## src/rtl/cpu_sequencer.sv

```systemverilog
// cpu_sequencer: multi-cycle fetch/decode/execute/writeback sequencer for
// the 6-bit CPU. Fetches instructions over a req/ack handshake, holds them in
// the IR, keeps the CPU flag register and updates the PC from the control
// unit's branch decision.
module cpu_sequencer #(
    parameter int         AW      = 6,
    parameter int         IW      = 10,
    parameter logic [3:0] HALT_OP = 4'hF
) (
    input  logic          clk,
    input  logic          rst_n,
    input  logic          run,
    output logic          imem_req,
    output logic [AW-1:0] imem_addr,
    input  logic          imem_ack,
    input  logic [IW-1:0] imem_data,
    output logic [3:0]    opcode,
    output logic [AW-1:0] operand,
    input  logic          cu_jmp_sel,
    input  logic          cu_reg_en,
    input  logic          alu_cf,
    input  logic          alu_sf,
    input  logic          alu_zf,
    output logic          flag_cf,
    output logic          flag_sf,
    output logic          flag_zf,
    output logic          reg_we,
    output logic          halted
);

    typedef enum logic [2:0] {
        S_IDLE,
        S_FETCH,
        S_DECODE,
        S_EXEC,
        S_WB,
        S_HALT
    } state_t;

    state_t        r_state;
    logic [AW-1:0] r_pc;
    logic [IW-1:0] r_ir;
    logic          r_cf;
    logic          r_sf;
    logic          r_zf;

    logic [3:0]    w_opcode;
    logic [AW-1:0] w_operand;
    logic [AW-1:0] w_pcNext;

    // Opcode/target fields come straight from the IR so they only move when
    // a fetch is acknowledged; the sequential PC wraps naturally at 2^AW.
    assign w_opcode  = r_ir[IW-1:IW-4];
    assign w_operand = r_ir[AW-1:0];
    assign w_pcNext  = r_pc + {{(AW-1){1'b0}}, 1'b1};

    assign opcode    = w_opcode;
    assign operand   = w_operand;
    assign imem_addr = r_pc;
    assign flag_cf   = r_cf;
    assign flag_sf   = r_sf;
    assign flag_zf   = r_zf;

    // Handshake/status outputs are decoded from the state register alone, so
    // an asynchronous reset drops imem_req immediately.
    assign imem_req  = (r_state == S_FETCH);
    assign halted    = (r_state == S_HALT);
    assign reg_we    = (r_state == S_WB) && cu_reg_en;

    // Main sequencer: one instruction per FETCH->DECODE->EXEC->WB pass, with
    // the PC only advanced in WB so a stopped sequencer resumes where it left.
    always_ff @(posedge clk or negedge rst_n) begin
        if (!rst_n) begin
            r_state <= S_IDLE;
            r_pc    <= '0;
            r_ir    <= '0;
            r_cf    <= 1'b0;
            r_sf    <= 1'b0;
            r_zf    <= 1'b0;
        end else begin
            case (r_state)
                S_IDLE: begin
                    if (run) begin
                        r_state <= S_FETCH;
                    end
                end
                S_FETCH: begin
                    if (imem_ack) begin
                        r_ir    <= imem_data;
                        r_state <= S_DECODE;
                    end
                end
                S_DECODE: begin
                    if (w_opcode == HALT_OP) begin
                        r_state <= S_HALT;
                    end else begin
                        r_state <= S_EXEC;
                    end
                end
                S_EXEC: begin
                    if (!w_opcode[3]) begin
                        r_cf <= alu_cf;
                        r_sf <= alu_sf;
                        r_zf <= alu_zf;
                    end
                    r_state <= S_WB;
                end
                S_WB: begin
                    r_pc    <= cu_jmp_sel ? w_operand : w_pcNext;
                    r_state <= run ? S_FETCH : S_IDLE;
                end
                S_HALT: begin
                    r_state <= S_HALT;
                end
                default: begin
                    r_state <= S_IDLE;
                end
            endcase
        end
    end

endmodule

```

## config.mk

```make
export PLATFORM = sky130hd
export DESIGN_NAME = cpu_sequencer
export DESIGN_NICKNAME = d
export VERILOG_FILES = /design/src/rtl/cpu_sequencer.sv
export SDC_FILE = /design/constraint.sdc
export NUM_CORES = 1
export LEC_CHECK = 0
export ABC_AREA = 1
export BUFFER_PORTS_ARGS = -buffer_cell sky130_fd_sc_hd__buf_2
export CAP_MARGIN = 10
export CORE_MARGIN = 4
export CORE_UTILIZATION = 39
export DETAILED_ROUTE_END_ITERATION = 7
export GPL_TIMING_DRIVEN = 0
export PLACE_DENSITY = 0.74
export SLEW_MARGIN = 15
export SYNTH_ARGS = -nofsm -noshare
export SYNTH_HDL_FRONTEND = slang
export SYNTH_SLANG_ARGS = --single-unit
```

## constraint.sdc

```tcl
create_clock -name clk -period 2.4 [get_ports clk]
set_clock_uncertainty 0.1 [all_clocks]
set_input_delay 0.12 -clock clk [delete_from_list [all_inputs] [get_ports clk]]
set_output_delay 0.12 -clock clk [all_outputs]
set_load 0.05 [all_outputs]
```

Word level (Yosys, flattened, before mapping)

Index checks and enable logic that the tools add are counted.

Bits in registers: 22
Bits in latches: 0
Memory bits (writable): 0
ROM bits: 0
Bits of input ports: 19
Output and inout port bits: 22
Logic and storage cells: 27
Memories kept: 0

Add/sub/neg operators: 1
$mul: 0
Div/mod/pow operators: 0
Magnitude comparators: 0
Equal/unequal tests: 8
Shift operators: 0
Muxes and demuxes: 6
Bitwise logic cells: 1
Reduce and logical (&&, ||, !) cells: 5

Operator list:

| operator              | count |
|---|---|
| $pmux W3 S6           | 1 |
| $mux W3               | 3 |
| $add A6 B1 Y6 const B | 1 |
| $eq A3 B2 Y1 const B  | 2 |
| $eq A3 B3 Y1 const B  | 2 |
| $mux W6               | 1 |
| $reduce_and A2 Y1     | 3 |
| $eq A4 B4 Y1 const B  | 1 |
| $eq A3 B1 Y1 const B  | 1 |
| $logic_not A3 Y1      | 1 |
| $ne A2 B1 Y1 const B  | 1 |
| $ne A2 B2 Y1 const B  | 1 |
| $logic_and A1 B1 Y1   | 1 |
| $mux W1               | 1 |
| $not A1 Y1            | 1 |

Longest topological paths before layout

Depth in word-level cells: 3
Gate-level depth with buffers: 8
Depth with buffers taken out: 8

Least setup slack after synthesis

Ideal clock, no wire load.

Kind: register to output
Start: register r_state[1]
End: output port reg_we
Data arrival time: 1358 ps
Required time: 2180 ps
Setup slack: 822 ps
Stages on the path, launching flop included: 4
Path buffers: 0
Cell sequence: dfrtp_1 nor2_1 nand2_1 nor2_1

Word-level cells in the longest chain between the ends: 2

RTL lines:

| item                   | line | source |
|---|---|---|
| from (decl)            | 40   | `state_t r_state;` |
| from (signal assigned) | 110  | `r_state <= run ? S_FETCH : S_IDLE;` |
| $eq A3 B3 Y1           | 68   | `assign reg_we = (r_state == S_WB) && cu_reg_en;` |
| $logic_and A1 B1 Y1    | 68   |  |
| to (decl)              | 27   | `output logic reg_we,` |

Every way passes these cells.

Final worst setup path

Start: register r_state[2]
End: output port imem_req

Word-level cells in the longest chain between the ends: 1

RTL lines:

| item         | line | source |
|---|---|---|
| $eq A3 B1 Y1 | 66   | `assign imem_req = (r_state == S_FETCH);` |
| to (decl)    | 13   | `output logic imem_req,` |

Every way passes these cells.

==> impl_metrics.env <==
export IMPL_result_of_the_run="complete, no violations"
export IMPL_worst_slew_pin_slew_ns=0.4963
export IMPL_place_detailed_hpwl_um=2016
export IMPL_diodes=0
export IMPL_power_static_leakage_nw=0.8527
export IMPL_worst_hold_path_class="input pin to flip-flop"
export IMPL_ys_top_cells_by_area="sky130_fd_sc_hd__dfrtp_1 50%, sky130_fd_sc_hd__nand2_1 16%, sky130_fd_sc_hd__nand3_1 7.8%, sky130_fd_sc_hd__inv_1 5.1%, sky130_fd_sc_hd__nor2_1 4.5%"
export IMPL_max_freq_mhz=529.0
export IMPL_synth_top_cell_area_share_pct=50.29
export IMPL_worst_ep_arrival_time_ns=1.67
export IMPL_drive_above_1_share_pct=26.00
export IMPL_design_portCount=41
export IMPL_setup_worst_path_class="flip-flop to output pin"
export IMPL_holdCritStartpoint="cu_jmp_sel"
export IMPL_rsz0062_at_grt="no"
export IMPL_maxSlewViolCount=0
export IMPL_drt_iter0_drc=45
export IMPL_synth_seq_cells=22
export IMPL_synth_largest_area_cell="sky130_fd_sc_hd__dfrtp_1"
export IMPL_yosys_warnings=0
export IMPL_worst_setup_path_startpoint="r_state[2]"
export IMPL_drtAntennaViolNets=0
export IMPL_number_of_cell_rows=18
export IMPL_powerDensity_nw_per_um2=1553
export IMPL_core_outline_area_um2=2567
export IMPL_synthMostInstantiatedCell="sky130_fd_sc_hd__nand2_1"
export IMPL_cts_buffers_inserted=3
export IMPL_routed_wl_um=2831
export IMPL_yosys_cell_types_count=20
export IMPL_finalSetupTns_ns=0
export IMPL_drc=0
export IMPL_p_comb_share_pct=57.3
export IMPL_clock_sinks=22
export IMPL_synth_edff_count=0
export IMPL_net_switching_power_mw=1.311
export IMPL_power_frac_clock_pct=12.1
export IMPL_htree_num_levels=1
export IMPL_synth_top_cells_by_count="46 x sky130_fd_sc_hd__nand2_1, 22 x sky130_fd_sc_hd__dfrtp_1, 17 x sky130_fd_sc_hd__nand3_1"
export IMPL_hold_violations=0
export IMPL_overflow=0
export IMPL_post_route_period_util_pct=78.77
export IMPL_design_die_area_um2=3719
export IMPL_initial_util_pct=42.64
export IMPL_final_routed_wire_length_divided_by_cell_count_um=12.31
export IMPL_number_of_vias_after_detailed_routing=1125
export IMPL_asyncSetResetFlopFracSynth_pct=100.0
export IMPL_avgViaCountPerCell=4.891
export IMPL_pwr_share_seq_pct=30.6
export IMPL_cts_root_buffer="sky130_fd_sc_hd__clkbuf_4"
export IMPL_buffer_ports_inserted=40
export IMPL_global_route_usage_total_pct=16.98
export IMPL_cts_resized=0
export IMPL_grt_first_pass_wirelength_um=4712
export IMPL_clock_latency_on_the_worst_skew_pair_ns=0.31
export IMPL_area_growth_from_synthesis_to_final_layout_pct=39.31
export IMPL_worst_slack_on_hold_paths_ns=0.009452
export IMPL_required_ns=2.18
export IMPL_clock_path_buffers=2
export IMPL_switching_share_pct=55.33
export IMPL_antenna_violations_before_repair=0
export IMPL_setup_worst_path_end_class="output pin"
export IMPL_mapped_cells=142
export IMPL_n_fill_cell=243
export IMPL_netlist_area_pre_place_um2=1095
export IMPL_die_width_um=60.98
export IMPL_place_gp_congestion=0.9010
export IMPL_largest_net_degree_at_the_start_of_global_routing=23
export IMPL_final_setup_viol_count=0
export IMPL_die_height_um=60.98
export IMPL_ys_seq_area_share_pct=50.29
export IMPL_syn_avg_cell_area_um2=7.710
export IMPL_category_of_the_worst_setup_path_launch_point="flip-flop"
export IMPL_max_cap_viol_count=0
export IMPL_detailedRoute_firstPassIterationCount=4
export IMPL_via_count_of_the_first_global_routing_pass=1076
export IMPL_critical_path_reg2reg_startpoint="r_state[2]"
export IMPL_syn_num_nets=162
export IMPL_tritoncts="done"
export IMPL_ys_flop_type="sky130_fd_sc_hd__dfrtp_1"
export IMPL_largest_driver_fanout_on_the_critical_path=10
export IMPL_p_int_mw=1.058
export IMPL_slew_headroom_pct=66.91
export IMPL_fin_nets=221
export IMPL_clkSlewWorstSetupHoldPaths_ns=0.13
export IMPL_final_min_clock_period_ns=1.890
export IMPL_power_ir_vdd_worst_mv=0.9657
[placed cells by master, fill, tap and decap left out]
master                          Yosys  routed
sky130_fd_sc_hd__nor3_2             1       1
sky130_fd_sc_hd__nand4_1            1       1
sky130_fd_sc_hd__bufinv_16          0       1
sky130_fd_sc_hd__buf_2              3      43
sky130_fd_sc_hd__nand2b_1           1       1
sky130_fd_sc_hd__o21ai_0            8       8
sky130_fd_sc_hd__a21oi_2            1       1
sky130_fd_sc_hd__dlygate4sd3_1      0      14
sky130_fd_sc_hd__ha_1               1       1
sky130_fd_sc_hd__inv_2              2       2
sky130_fd_sc_hd__nor2_1            13      13
sky130_fd_sc_hd__o21bai_1           1       1
sky130_fd_sc_hd__nand2_1           46      46
sky130_fd_sc_hd__a21oi_1            5       5
sky130_fd_sc_hd__nor3_1             1       1
sky130_fd_sc_hd__inv_1             15      15
sky130_fd_sc_hd__dfrtp_1           22      22
sky130_fd_sc_hd__clkbuf_4           0       3
sky130_fd_sc_hd__nand3_1           17      17
sky130_fd_sc_hd__a31oi_1            1       1
sky130_fd_sc_hd__nor3_4             1       1
sky130_fd_sc_hd__a21o_1             1       1
sky130_fd_sc_hd__nand3b_1           1       1
[metrics by stage]
stage          power (mW)  area (µm²)  utilization (%)  setup WS (ns)  std cells
3_3_place_gp        2.044        1333            51.90         0.9051        212
3_5_place_dp        2.080        1333            51.90         0.8587        212
4_1_cts             2.384        1525            59.41         0.4922        230
5_1_grt             2.536        1525            59.41         0.4110        230
2_1_floorplan       1.746        1095                -         0.8217        142
6_report            2.369        1525            59.41         0.5095        230
[state kept, by name, summed over array words and instances (netlist names)]
register and count:
imem_addr 6, r_ir 10, r_state 3, flag_cf 1, flag_zf 1, flag_sf 1
[worst paths after layout]
kind,depth (start not counted),slack [ns],endpoint
min in group asynchronous,2,0.19,r_state[1]
max in group asynchronous,2,1.68,r_ir[3]
min,3,0.009,imem_addr[1]
min reg2reg,2,0.39,flag_zf
max,3,0.51,imem_req
max reg2reg,5,0.99,r_ir[3]
[cell type report]
type,count,area [µm²],share of cell area (%)
inverters,17,63.81,4.184
well taps,30,37.54,2.461
flip-flops and latches,22,550.5,36.10
repair buffers,54,340.3,22.31
clock buffers,3,22.52,1.477
plain buffers,3,15.01,0.9844
clock inverters,1,30.03,1.969
multi-input cells,100,465.4,30.52
[power groups by stage]
stage          registers [mW]  clock network (mW)  logic (mW)
5_1_grt                 0.750               0.309        1.48
2_1_floorplan            1.24                   0       0.501
3_5_place_dp            0.730                   0        1.35
3_3_place_gp            0.719                   0        1.32
4_1_cts                 0.723               0.293        1.37
6_report                0.724               0.287        1.36
[kinds of logic (layout without fill, tap and decap cells)]
kind of cell / after synthesis / after routing / share of synthesized area, %
DFF: 22 / 22 / 50.29
buffers and inverters: 20 / 78 / 7.199
adders and majority gates: 1 / 1 / 1.143
and+or+nand+nor: 82 / 82 / 32.69
AOI/OAI and AO/OA: 17 / 17 / 8.687
[what timing repair did]
action,4_1_cts,5_1_grt
hold buffers,14,0
setup buffers,0,0
endpoints found under the hold margin,35,0
[critical path: stages (launching register included)]
cell	delay [ns]
sky130_fd_sc_hd__dfrtp_1	0.48
sky130_fd_sc_hd__nor3_4	0.30
sky130_fd_sc_hd__buf_2	0.27
sky130_fd_sc_hd__buf_2	0.30
[routing by layer]
layer | wire length, µm | part of all wire, % | global-route usage, % | vias up
li1 | - | - | - | 568
met1 | 1235 | 44 | 20.13 | 520
met2 | 1395 | 49 | 30.23 | 32
met3 | 173 | 6.1 | 4.255 | 5
met4 | 27 | 0.95 | 4.954 | 0
met5 | 0 | 0 | 0 | -
Note: power is estimated with default switching activity, not from simulation.
